File: src/rtl/uc1611_rx_if.sv
// UC1611 8-bit parallel write bus together with the framebuffer write port it produces.
// The master side is the LCD driver; the slave side is the uc1611_rx responder.
interface uc1611_rx_if;
    logic [7:0]  lcd_data;
    logic        lcd_write;
    logic        lcd_cs;
    logic        lcd_cd;
    logic        fb_we;
    logic [14:0] fb_addr;
    logic [7:0]  fb_data;

    modport master (
        output lcd_data, lcd_write, lcd_cs, lcd_cd,
        input  fb_we, fb_addr, fb_data
    );

    modport slave (
        input  lcd_data, lcd_write, lcd_cs, lcd_cd,
        output fb_we, fb_addr, fb_data
    );
endinterface

File: src/rtl/uc1611_rx.sv
// UC1611 write-bus responder: decodes command bytes into controller state and turns
// display data bytes into single-cycle framebuffer writes with auto-advancing addresses.
module uc1611_rx #(
    parameter int CA_MAX   = 239,
    parameter int PA_MAX   = 79,
    parameter int RST_HOLD = 16
) (
    input  logic       clk_i,
    input  logic       reset_ni,
    uc1611_rx_if.slave bus,
    output logic [2:0] disp_en_o,
    output logic [2:0] map_ctl_o,
    output logic [1:0] gray_mode_o,
    output logic [7:0] gain_pm_o,
    output logic       frame_wrap_o,
    output logic       bad_cmd_o
);
    localparam int          HW      = (RST_HOLD > 1) ? $clog2(RST_HOLD) : 1;
    localparam logic [7:0]  CA_LAST = 8'(CA_MAX);
    localparam logic [6:0]  PA_LAST = 7'(PA_MAX);
    localparam logic [HW-1:0] HOLD_LOAD = HW'(RST_HOLD - 1);

    typedef enum logic [1:0] {
        ST_IDLE    = 2'b00,
        ST_ARG     = 2'b01,
        ST_RSTWAIT = 2'b10
    } state_e;

    state_e        state_q;
    logic [7:0]    ca_q;
    logic [6:0]    pa_q;
    logic [2:0]    ac_q;
    logic [HW-1:0] hold_q;
    logic [2:0]    disp_en_q;
    logic [2:0]    map_ctl_q;
    logic [1:0]    gray_mode_q;
    logic [7:0]    gain_pm_q;
    logic          fb_we_q;
    logic [14:0]   fb_addr_q;
    logic [7:0]    fb_data_q;
    logic          frame_wrap_q;
    logic          bad_cmd_q;

    logic          accept_s;
    logic          cd_s;
    logic [7:0]    byte_s;
    logic          in_range_s;
    logic [6:0]    pa_start_s;
    logic [6:0]    pa_end_s;
    logic [7:0]    ca_d;
    logic [6:0]    pa_d;
    logic          wrap_d;

    function automatic logic [7:0] ca_step(input logic [7:0] ca);
        logic [7:0] r;
        if (ca == CA_LAST) begin
            r = 8'd0;
        end else begin
            r = ca + 8'd1;
        end
        return r;
    endfunction

    // Page step wraps at either end depending on the direction bit
    function automatic logic [6:0] pa_step(input logic [6:0] pa, input logic down);
        logic [6:0] r;
        if (down) begin
            if (pa == 7'd0) begin
                r = PA_LAST;
            end else begin
                r = pa - 7'd1;
            end
        end else begin
            if (pa == PA_LAST) begin
                r = 7'd0;
            end else begin
                r = pa + 7'd1;
            end
        end
        return r;
    endfunction

    assign accept_s   = bus.lcd_write && bus.lcd_cs;
    assign cd_s       = bus.lcd_cd;
    assign byte_s     = bus.lcd_data;
    assign in_range_s = (ca_q <= CA_LAST) && (pa_q <= PA_LAST);

    // Next address after a data write and whether it lands back on the frame origin
    always_comb begin
        pa_start_s = ac_q[2] ? PA_LAST : 7'd0;
        pa_end_s   = ac_q[2] ? 7'd0 : PA_LAST;
        ca_d       = ca_q;
        pa_d       = pa_q;
        if (ac_q[1]) begin
            pa_d = pa_step(pa_q, ac_q[2]);
            if (ac_q[0] && (pa_q == pa_end_s)) begin
                ca_d = ca_step(ca_q);
            end else begin
                ca_d = ca_q;
            end
        end else begin
            ca_d = ca_step(ca_q);
            if (ac_q[0] && (ca_q == CA_LAST)) begin
                pa_d = pa_step(pa_q, ac_q[2]);
            end else begin
                pa_d = pa_q;
            end
        end
        wrap_d = (ca_d == 8'd0) && (pa_d == pa_start_s);
    end

    // Controller FSM: command decode, data writes, operand capture and reset hold-off
    always_ff @(posedge clk_i or negedge reset_ni) begin
        if (!reset_ni) begin
            state_q      <= ST_IDLE;
            ca_q         <= 8'd0;
            pa_q         <= 7'd0;
            ac_q         <= 3'b001;
            hold_q       <= '0;
            disp_en_q    <= 3'd0;
            map_ctl_q    <= 3'd0;
            gray_mode_q  <= 2'd0;
            gain_pm_q    <= 8'd0;
            fb_we_q      <= 1'b0;
            fb_addr_q    <= 15'd0;
            fb_data_q    <= 8'd0;
            frame_wrap_q <= 1'b0;
            bad_cmd_q    <= 1'b0;
        end else begin
            fb_we_q      <= 1'b0;
            frame_wrap_q <= 1'b0;
            bad_cmd_q    <= 1'b0;
            case (state_q)
                ST_IDLE: begin
                    if (accept_s && cd_s) begin
                        if (in_range_s) begin
                            fb_we_q      <= 1'b1;
                            fb_addr_q    <= {pa_q, ca_q};
                            fb_data_q    <= byte_s;
                            frame_wrap_q <= wrap_d;
                            ca_q         <= ca_d;
                            pa_q         <= pa_d;
                        end else begin
                            bad_cmd_q <= 1'b1;
                        end
                    end else if (accept_s) begin
                        casez (byte_s)
                            8'b0000_????: ca_q[3:0]   <= byte_s[3:0];
                            8'b0001_????: ca_q[7:4]   <= byte_s[3:0];
                            8'b0110_????: pa_q[3:0]   <= byte_s[3:0];
                            8'b0111_0???: pa_q[6:4]   <= byte_s[2:0];
                            8'b1000_0001: state_q     <= ST_ARG;
                            8'b1000_1???: ac_q        <= byte_s[2:0];
                            8'b1010_1???: disp_en_q   <= byte_s[2:0];
                            8'b1100_0???: map_ctl_q   <= byte_s[2:0];
                            8'b1101_00??: gray_mode_q <= byte_s[1:0];
                            8'b1110_0010: begin
                                ca_q        <= 8'd0;
                                pa_q        <= 7'd0;
                                ac_q        <= 3'b001;
                                disp_en_q   <= 3'd0;
                                map_ctl_q   <= 3'd0;
                                gray_mode_q <= 2'd0;
                                gain_pm_q   <= 8'd0;
                                hold_q      <= HOLD_LOAD;
                                state_q     <= ST_RSTWAIT;
                            end
                            // Scroll, panel load, partial display, line rate and bias: accepted, no effect here
                            8'b0010_10??, 8'b010?_????, 8'b1000_01??,
                            8'b1010_00??, 8'b1110_10??: begin
                            end
                            default: bad_cmd_q <= 1'b1;
                        endcase
                    end
                end
                ST_ARG: begin
                    if (accept_s) begin
                        gain_pm_q <= byte_s;
                        state_q   <= ST_IDLE;
                    end
                end
                ST_RSTWAIT: begin
                    if (accept_s) begin
                        bad_cmd_q <= 1'b1;
                    end
                    if (hold_q == '0) begin
                        state_q <= ST_IDLE;
                    end else begin
                        hold_q <= hold_q - HW'(1);
                    end
                end
                default: state_q <= ST_IDLE;
            endcase
        end
    end

    assign bus.fb_we     = fb_we_q;
    assign bus.fb_addr   = fb_addr_q;
    assign bus.fb_data   = fb_data_q;
    assign disp_en_o     = disp_en_q;
    assign map_ctl_o     = map_ctl_q;
    assign gray_mode_o   = gray_mode_q;
    assign gain_pm_o     = gain_pm_q;
    assign frame_wrap_o  = frame_wrap_q;
    assign bad_cmd_o     = bad_cmd_q;
endmodule
File: src/flat_wrapper.sv
// flat-port wrapper written by rule: the top's interface ports become plain ports
module uc1611_rx_flat 
#(
    parameter int CA_MAX   = 239,
    parameter int PA_MAX   = 79,
    parameter int RST_HOLD = 16
)
  (clk_i, reset_ni, disp_en_o, map_ctl_o, gray_mode_o, gain_pm_o, frame_wrap_o, bad_cmd_o, bus_lcd_data, bus_lcd_write, bus_lcd_cs, bus_lcd_cd, bus_fb_we, bus_fb_addr, bus_fb_data);
  uc1611_rx_if bus_i ();
  input  logic clk_i;
  input  logic reset_ni;
  output logic [2:0] disp_en_o;
  output logic [2:0] map_ctl_o;
  output logic [1:0] gray_mode_o;
  output logic [7:0] gain_pm_o;
  output logic frame_wrap_o;
  output logic bad_cmd_o;
  input wire logic [$bits(bus_i.lcd_data)-1:0] bus_lcd_data;
  input wire logic [$bits(bus_i.lcd_write)-1:0] bus_lcd_write;
  input wire logic [$bits(bus_i.lcd_cs)-1:0] bus_lcd_cs;
  input wire logic [$bits(bus_i.lcd_cd)-1:0] bus_lcd_cd;
  output wire logic [$bits(bus_i.fb_we)-1:0] bus_fb_we;
  output wire logic [$bits(bus_i.fb_addr)-1:0] bus_fb_addr;
  output wire logic [$bits(bus_i.fb_data)-1:0] bus_fb_data;
  assign bus_i.lcd_data = bus_lcd_data;
  assign bus_i.lcd_write = bus_lcd_write;
  assign bus_i.lcd_cs = bus_lcd_cs;
  assign bus_i.lcd_cd = bus_lcd_cd;
  assign bus_fb_we = bus_i.fb_we;
  assign bus_fb_addr = bus_i.fb_addr;
  assign bus_fb_data = bus_i.fb_data;
  uc1611_rx #(.CA_MAX(CA_MAX), .PA_MAX(PA_MAX), .RST_HOLD(RST_HOLD)) u_core (.clk_i(clk_i), .reset_ni(reset_ni), .bus(bus_i), .disp_en_o(disp_en_o), .map_ctl_o(map_ctl_o), .gray_mode_o(gray_mode_o), .gain_pm_o(gain_pm_o), .frame_wrap_o(frame_wrap_o), .bad_cmd_o(bad_cmd_o));
endmodule
File: config.mk
export PLATFORM = sky130hd
export DESIGN_NAME = uc1611_rx_flat
export DESIGN_NICKNAME = d
export VERILOG_FILES = /design/src/rtl/uc1611_rx_if.sv /design/src/rtl/uc1611_rx.sv /design/src/flat_wrapper.sv
export SDC_FILE = /design/constraint.sdc
export NUM_CORES = 1
export LEC_CHECK = 0
export ABC_AREA = 1
export CAP_MARGIN = 20
export CORE_AREA = 4 4 72 124
export CTS_CLUSTER_DIAMETER = 60
export CTS_CLUSTER_SIZE = 14
export DETAILED_ROUTE_END_ITERATION = 6
export DIE_AREA = 0 0 76 128
export PLACE_DENSITY_LB_ADDON = 0.1
export SLEW_MARGIN = 15
export SYNTH_ARGS = -nofsm -noshare
export SYNTH_HDL_FRONTEND = slang
export SYNTH_SLANG_ARGS = --single-unit
File: constraint.sdc
create_clock -name clk_i -period 2.4 [get_ports clk_i]
set_input_delay 0.36 -clock clk_i [delete_from_list [all_inputs] [get_ports clk_i]]
set_output_delay 0.36 -clock clk_i [all_outputs]
set_load 0.05 [all_outputs]
== Word level (Yosys, flattened, before mapping) ==
Cells that the tools add are included.
Word-level totals
  register bits: 66
  latch bits: 0
  memory bits (writable): 0
  memory bits (read-only): 0
  output and inout port bits: 42
  memories: 0
Operators by class
  add/sub/neg operators: 4
  multiply operators: 0
  divide/modulo/power cells: 0
  $lt $le $gt $ge: 2
  equal/unequal tests: 28
  shift operators: 0
  mux-type cells: 52
  bitwise logic cells: 1
  reductions and logical operators: 35
Operators with widths (number)
  two-way mux 8 bit: 10
  two-way mux 7 bit: 10
  one-hot mux 4 bit (2 select lines): 4
  AND reduction 4 bit: 8
  == test 6 bit, second input constant: 4
  == test 8 bit, second input constant: 3
  one-hot mux 3 bit (2 select lines): 4
  two-way mux 4 bit: 4
  one-hot mux 8 bit (2 select lines): 1
  == test 5 bit, second input constant: 3
  AND reduction 5 bit: 3
  OR reduction 15 bit: 1
  == test 7 bit: 2
  nonzero test 2 bit: 7
  nonzero test 3 bit: 4
  two-way mux 1 bit: 11
  adder 8 x 1 -> 8 bit, second input constant: 1
  <= comparator 8 bit, second input constant: 1
  logical NOT 4 bit: 2
  logical NOT 8 bit: 1
  two-way mux 2 bit: 4
  != test 2 x 1 -> 1 bit, second input constant: 4
  one-hot mux 2 bit (2 select lines): 2
  adder 7 x 1 -> 7 bit, second input constant: 1
  other kinds (20): 27

== Depth between registers and ports, before layout ==
Gate-level depths: netlist (run 1).
  depth in word-level cells: 10
  mapped depth: 15

== Least setup slack after synthesis (run 1) ==
Ideal clock, no wire load.
  path kind: register to register
  start point: reg u_core.pa_q[1]
  end point: reg u_core.fb_addr_q[14] (netlist: u_core.bus.fb_addr[14])
  setup time: 130 ps
  arrival: 1652 ps
  slack: 618 ps
  stages on the path, launching flop included: 11
  path buffers: 2
  period minus slack after synthesis: 1782 ps
  cells stage by stage: dfrtp_1 -> ha_1 -> inv_1 -> nor2_4 -> nand3_2 -> nand3_2 -> nand4_4 -> buf_6 -> buf_2 -> nand2_1 -> o21ai_1
Between the ends
  cells in the longest elaborated chain, start to end: 3
RTL lines
  from (decl): RTL line uc1611_rx.sv:31  | logic [6:0] pa_q;
  from (signal assigned): RTL line uc1611_rx.sv:142  | pa_q <= pa_d;
  <= comparator 7 bit: RTL line uc1611_rx.sv:86  | assign in_range_s = (ca_q <= CA_LAST) && (pa_q <= PA_LAST);
  logical AND 1 bit: RTL line uc1611_rx.sv:86
  AND reduction 3 bit (no source line)
  to (signal assigned): RTL line uc1611_rx.sv:138  | fb_addr_q <= {pa_q, ca_q};
  to (decl): RTL line uc1611_rx.sv:39  | logic [14:0] fb_addr_q;
Every way passes these cells.
A chain may end at the register's enable or synchronous reset.

== Final worst setup path (run 1) ==
  start point: reg u_core.pa_q[1]
  end point: reg u_core.pa_q[5]
Between the ends
  cells in the longest elaborated chain, start to end: 7
  elaborated cells between the ends (all ways): 15
RTL lines
  adder 7 x 1 -> 7 bit (tied with other cells): RTL line uc1611_rx.sv:77  | r = pa + 7'd1;
  two-way mux 7 bit (on tied branches): RTL line uc1611_rx.sv:74, uc1611_rx.sv:68
  two-way mux 7 bit: RTL line uc1611_rx.sv:67  | if (down) begin
  two-way mux 7 bit: RTL line uc1611_rx.sv:103  | if (ac_q[0] && (ca_q == CA_LAST)) begin
  two-way mux 7 bit: RTL line uc1611_rx.sv:94  | if (ac_q[1]) begin
  two-way mux 7 bit: RTL line uc1611_rx.sv:136  | if (in_range_s) begin
  two-way mux 7 bit: RTL line uc1611_rx.sv:135  | if (accept_s && cd_s) begin
Several ways; a longest one is shown, not always the timed one. The select of a mux whose other input is x is not followed.

==> qor.txt, run 1 <==
synth unique cells: 37
clock root cell: clkbuf_16
core area: 7910 sq um
P_int: 0.00353 W
residual DRC count: 0
multi-input logic area: 1850 sq um
Leak: 2.39 nW
sw power: 0.00267 W
syn_nets: 547
Peak VDD IR: 866 uV
initial drt markers: 330
sequential share of the synthesized area: 42.9%
period utilization: 90.7%
Syn Inst Count: 530
setup skew after layout: 0.00443 ns
FILL cells: 728
combinational power share: 44.9%
Setup Buffers After CTS: 0
type of destination of the critical path: flip-flop
layout cells sized above 1: 9.15%
DP Cell Count: 675
cell area power density: 1270 nW/um^2
number of I/O pins: 55
number of CTS-inserted buffers: 9
Syn. warnings: 0
CTS clk-pin slew, worst paths: 0.05 ns
Yosys reg bits: 66
max-slew violation count: 0
R2R depth: 10
final setup fails: 0
Register Area: 1650 sq um
row count: 43
M1 wire length: 3860 microns
Final Power: 0.00620 W
max_cap viols: 0
syn_area_per_cell: 7.27 sq um
setup_tns: 0 ns
first-pass GRT wire length: 17300 microns
fmax: 459 MHz
Vias: 3682
first drt pass iteration count: 5
post-CTS sizing: 0
ANT nets after route: 0
# hold bufs at CTS: 0
Post-DP Area: 4520 sq um
RSZ-0062 raised after global routing: false
DR top layer: met4
met2 WL post-DR: 5820 microns
WP data required: 2.65 ns
vias per cell: 5.33
met3 wire length: 374 microns
# nets final: 613
Detailed Place HPWL: 8230 microns
FF-to-FF setup slack: 0.22 ns
chip height: 128 microns
Critical Path Start Type: flip-flop
Area Overhead vs Synth: 26.8%
FF-to-FF End: u_core.pa_q[5]
Die W: 76 microns
final core occ: 61.8%
die area: 9730 sq um
Hold Path Class: input port to asynchronous set/reset pin
gr usage total: 22.1%
Layout Cell Area excl Fill: 4880 sq um
pin count of the biggest net entering global routing: 24
gp weighted congestion: 0.925
total grt overflow: 0
Clock Path Buffers: 2
worst skew pair latency: 0.33 ns
CTS tree: done
Net Sw Frac: 43.0%
vias in the first global route: 3638
sequential share of power: 29.0%
min Tclk post-route: 2.18 ns
CP Data Arrival Time: 2.43 ns
initial antenna violation count: 0
Fin. Hold Viols: 0
Post-Layout Cell Count: 691
number of antenna diodes: 0
worst relative slew slack: 64.1%
Reg2Reg Launch Point: u_core.pa_q[1]
Routed wire per std cell: 15.2 microns
WS Path Type: flip-flop to flip-flop
total wire length: 10500 microns
Initial Util: 48.7%
H-Tree Depth: 3
Clk network pwr share: 26.1%
port bufs: 54
synthesized area: 3850 sq um
CP max FO: 23
Worst-Margin Slew: 0.539 ns
status: complete, no violations
Clock Sinks: 66
==> layout by cell type (no fill, tap or decap), types with 2 or more instances in the layout <==
cell type	count
nor2_2	3
a21oi_1	8
a31oi_1	11
o21ai_1	26
nor2_4	2
nand4_1	4
clkdlybuf4s50_1	53
inv_1	66
o21ai_4	2
dfrtp_1	65
nand2_1	159
nand2_2	3
nand3_1	49
xnor2_1	2
nand3_2	4
nor3_1	3
inv_2	2
ha_1	4
bufinv_16	4
buf_4	14
o211ai_1	2
o21ai_0	41
clkbuf_16	9
clkinv_2	2
nor2_1	48
==> cell usage after synthesis (all sizes together) <==
cell type / n / area share [%]
a21oi: 9 / 1.3
a22oi: 2 / 0.75
a31oi: 11 / 1.8
buf: 11 / 2.1
clkbuf: 2 / 0.19
clkinv: 2 / 0.23
dfrtp: 65 / 42
dfstp: 1 / 0.68
ha: 4 / 1.3
inv: 68 / 6.6
nand2: 162 / 16
nand3: 53 / 7.4
nand4: 5 / 1.2
nor2: 53 / 5.7
nor3: 4 / 0.65
nor4: 1 / 0.55
o2111a: 1 / 0.29
o211ai: 2 / 0.39
o21ai: 70 / 9.8
or2: 1 / 0.16
xnor2: 2 / 0.45
xor2: 1 / 0.23
==> power by group through the flow <==
stage	clock, W	sequential, W	combinational, W
after floorplan	0	0.00244	0.00128
after global placement	0	0.00180	0.00275
after detailed placement	0	0.00181	0.00279
after CTS	0.00164	0.00180	0.00280
after global routing	0.00170	0.00184	0.00303
final	0.00162	0.00180	0.00279
==> final cells by class <==
| class | instances | area share (%) |
|---|---|---|
| clock buffers | 11 | 4.97 |
| flip-flops and latches | 66 | 33.8 |
| inverters | 70 | 5.40 |
| multi-input cells | 381 | 37.8 |
| repair buffers | 68 | 13.1 |
| clock inverters | 5 | 2.56 |
| well taps | 90 | 2.31 |
==> routing by layer <==
| metal | global-route usage (%) | up-vias |
|---|---|---|
| met5 | 0 | - |
| met4 | 13.0 | 0 |
| met3 | 3.73 | 33 |
| met2 | 42.2 | 105 |
| met1 | 21.9 | 1695 |
| li1 | - | 1849 |
==> critical path, cell delays in order, from the launching register on <==
cell	delay, ns
dfrtp_1	0.50
ha_1	0.25
inv_1	0.08
nor2_4	0.17
nand3_2	0.14
nand3_2	0.14
nand4_4	0.20
buf_4	0.29
nand2_2	0.13
nor2_1	0.05
a31oi_1	0.13
==> worst max-delay path by stage <==
stage	startpoint	to	slack, ns	cells after the start
final	u_core.pa_q[1]	u_core.pa_q[5]	0.22	10
after global routing	u_core.ca_q[4]	u_core.frame_wrap_o	0.07	13
after detailed placement	bus_lcd_write	u_core.ca_q[1]	0.13	9
after global placement	bus_lcd_write	u_core.ca_q[6]	0.16	9
after floorplan	u_core.pa_q[1]	u_core.bus.fb_addr[14]	0.62	10
after CTS	u_core.pa_q[1]	u_core.pa_q[5]	0.22	10
==> flip-flops by register name, indices dropped and copies added, names as in the netlist <==
register	flops
u_core.bus.fb_addr	15
u_core.bus.fb_data	8
u_core.ca_q	8
u_core.gain_pm_o	8
u_core.pa_q	7
u_core.hold_q	4
u_core.ac_q	3
u_core.disp_en_o	3
u_core.map_ctl_o	3
u_core.gray_mode_o	2
u_core.state_q	2
u_core.bad_cmd_o	1
u_core.bus.fb_we	1
u_core.frame_wrap_o	1
==> through the flow <==
step | hold WS, ns | setup WS (ns)
2_1_floorplan | 0.0644 | 0.618
3_3_place_gp | 0.376 | 0.158
3_5_place_dp | 0.375 | 0.129
4_1_cts | 0.0206 | 0.224
5_1_grt | 0.0548 | 0.0743
6_report | 0.00707 | 0.223
==> cell families after synthesis <==
logic type	after synthesis	share of synthesized area [%]
AND/OR/NAND/NOR	279	31.7
adder cells (fa/ha/maj)	4	1.30
buffers and inverters	83	9.19
AO/OA/AOI/OAI	95	14.3
XOR/XNOR	3	0.682
flip-flops	66	42.9
Note: power is estimated with default switching activity, not from simulation.
==> run 2, diff against run 1 <==
--- a/config.mk
+++ b/config.mk
@@ -13,7 +13,7 @@
 export DETAILED_ROUTE_END_ITERATION = 6
 export DIE_AREA = 0 0 76 128
 export PLACE_DENSITY_LB_ADDON = 0.1
-export SLEW_MARGIN = 15
+export SLEW_MARGIN = 20
 export SYNTH_ARGS = -nofsm -noshare
 export SYNTH_HDL_FRONTEND = slang
 export SYNTH_SLANG_ARGS = --single-unit
==> results of run 2 <==
Final layout, timing and power as in run 1 (identical DEF).
==> edit, RTL diff (flow settings as in run 1) <==
Encoding of `state_e`: now one-hot (3 bits for 3 states).
--- a/src/rtl/uc1611_rx.sv
+++ b/src/rtl/uc1611_rx.sv
@@ -22,6 +22,6 @@
 
-    typedef enum logic [1:0] {
-        ST_IDLE    = 2'b00,
-        ST_ARG     = 2'b01,
-        ST_RSTWAIT = 2'b10
+    typedef enum logic [2:0] {
+        ST_IDLE    = 3'b001,
+        ST_ARG     = 3'b010,
+        ST_RSTWAIT = 3'b100
     } state_e;
Formal check against the unedited RTL: no difference found for any inputs over 4 cycles, from zero or initial values and one cycle with reset_ni low; so few cycles prove little.
==> edit against run 1 <==
  * Power increased by 4.3%
  * Design area increased by 0.59%
  * Critical path type unchanged
  * Largest power group unchanged
  * Synthesized cell count decreased by 0.57%
  * Sequential cell count increased by 1
  * Sequential share of layout area increased by 0.34 points
  * Worst setup slack got worse by 0.013 ns
  * Combinational power increased by 7.9%
  * Synthesized area about the same
  * Critical endpoint is now u_core.frame_wrap_o
  * Routed wire length increased by 5.3%
==> edit: results (changes against run 1) <==
* Status: finished, final reports clean
* Final non-filler cell total at 688 (-0.43%)
* Layout cell share with drive strength beyond 1 at 10.2% (+1.0 points)
* Share of flip-flops with an asynchronous set or reset at 100% (unchanged)
* Clock Pin Slew Worst Setup and Hold Paths at 0.06 ns
* Unique masters post-synth at 38 (+2.7%)
* Initial DRC Count at 256 (-22%)
* Syn_nets at 544 (-0.55%)
* Port Buffers at 54 (unchanged)
* Fin util at 62.1% (+0.36 points)
* Met1 Use GR at 24.3% (+2.4 points)
* Synth warnings at 0 (unchanged)
* Most common library cells after synthesis: nand2_1 (156), inv_1 (67), dfrtp_1 (65)
* Pleak at 2.37 nW (-0.82%)
* Pin count of the biggest net entering global routing at 42 (+75%)
* Clock latency on the worst-skew pair at 0.34 ns
* Final net count at 610 (-0.49%)
* TritonCTS Buffers at 9 (unchanged)
* Skew final at 0.00668 ns (+0.00225 ns)
* Avg Inst Size Synth at 7.32 µm² (+0.63%)
* Total track usage at 23.3% (+1.2 points)
* # DRC at 0 (unchanged)
* Rel. slew slack at 55.9% (-8.2 points)
* Met3 usage at 3.52% (-0.21 points)
* P_int at 3.54 mW (+0.15%)
* Crit path max fanout at 12 (-48%)
* Hold WC Path Type: input pin to asynchronous set/reset pin
* DP Worst Slack at 0.0602 ns (-0.0692 ns)
* Routed len/inst at 16.1 µm (+5.7%)
* Gpl congestion at 0.968 (+4.6%)
* # diodes at 0 (unchanged)
* Register area share after synthesis at 43.5% (+0.65 points)
* Ys flop type: dfrtp_1
* Placed instance count at 672 (-0.44%)
* Fill cells at 741 (+1.8%)
* Area of placed instances at 0.00456 mm² (+0.94%)
* Via count at 3772 (+2.4%)
* CTS root buffer: clkbuf_16
* Worst VDD drop at 718 µV (-17%)
* DP Wirelength at 8570 µm (+4.1%)
* Largest register FFs at 15 (unchanged)
* First-pass GRT wire length at 18100 µm (+4.8%)
* Synth area leaders: dfrtp_1 (42%), nand2_1 (15%), inv_1 (6.5%)
* GR Layer Usage met2 at 44.2% (+2.1 points)
* Vias in the first global route at 3738 (+2.7%)
* DR pass1 iterations at 7 (+2)
[edit: cell types whose count changed after synthesis, moves of 4 or more]
cell / delta
o21ai_0: +4
nand3_1: -10
nor2_1: -5
o22ai_1: +9
o21ai_1: -18
nand2_2: +6
clkbuf_1: +4
[edit: worst paths after layout]
check                                           start                     to  slack, ns  cells after the start
worst max-delay path                   u_core.pa_q[3]    u_core.frame_wrap_o       0.21                     11
worst min-delay path                         reset_ni  u_core.bus.fb_addr[4]       0.05                      1
worst min register to register  u_core.bus.fb_addr[3]  u_core.bus.fb_addr[3]       0.48                      2
worst max register to register         u_core.pa_q[3]    u_core.frame_wrap_o       0.21                     11
min in group clk_i              u_core.bus.fb_addr[3]  u_core.bus.fb_addr[3]       0.48                      2
max in group asynchronous                    reset_ni      u_core.state_q[0]       1.63                      2
[edit: power by group through the flow]
| stage | clock network (mW) | logic [mW] | registers (mW) |
|---|---|---|---|
| 6_report | 1.54 | 3.01 | 1.91 |
| 4_1_cts | 1.56 | 3.01 | 1.90 |
| 5_1_grt | 1.61 | 3.29 | 1.97 |
| 2_1_floorplan | 0 | 1.42 | 2.51 |
| 3_3_place_gp | 0 | 2.96 | 1.91 |
| 3_5_place_dp | 0 | 2.99 | 1.91 |
[edit: kinds of logic (layout without fill, tap and decap cells)]
group | Yosys count | in the layout | share of synthesized area, %
simple gates | 275 | 275 | 31.9
compound gates | 95 | 95 | 14.2
buf+inv | 84 | 155 | 8.66
flops | 67 | 67 | 43.5
fa+ha+maj | 4 | 4 | 1.30
xor+xnor | 2 | 2 | 0.454
[edit: layout make-up]
| cell class | count | area share [%] |
|---|---|---|
| Inverter | 73 | 5.58 |
| Clock buffer | 9 | 4.58 |
| Tap cell | 90 | 2.29 |
| Timing Repair Buffer | 66 | 13.2 |
| Sequential cell | 67 | 34.2 |
| Clock inverter | 7 | 2.52 |
| Multi-Input combinational cell | 376 | 37.6 |
[edit: routing by layer]
metal  vias up  share of wire, %
met5         -                 0
met4         0               3.8
met3        35               4.2
met2       127                56
met1      1766                36
li1       1844                 -
[edit: worst max-delay path, cell delays in order, from the launching register on]
cell	delay, ns
dfrtp_1	0.54
nand2_2	0.18
o21ai_1	0.19
nand3_2	0.16
nand2_2	0.26
nand2_1	0.12
o21ai_0	0.28
nor2_1	0.11
nand2_1	0.08
inv_1	0.04
nand2_1	0.07
nor2_1	0.05
[edit: what timing repair did]
action,in CTS,in global routing
endpoints found under the hold margin,0,0
setup endpoints to repair,0,1
buffers inserted,0,0
hold buffers,0,0
resized for setup,0,1
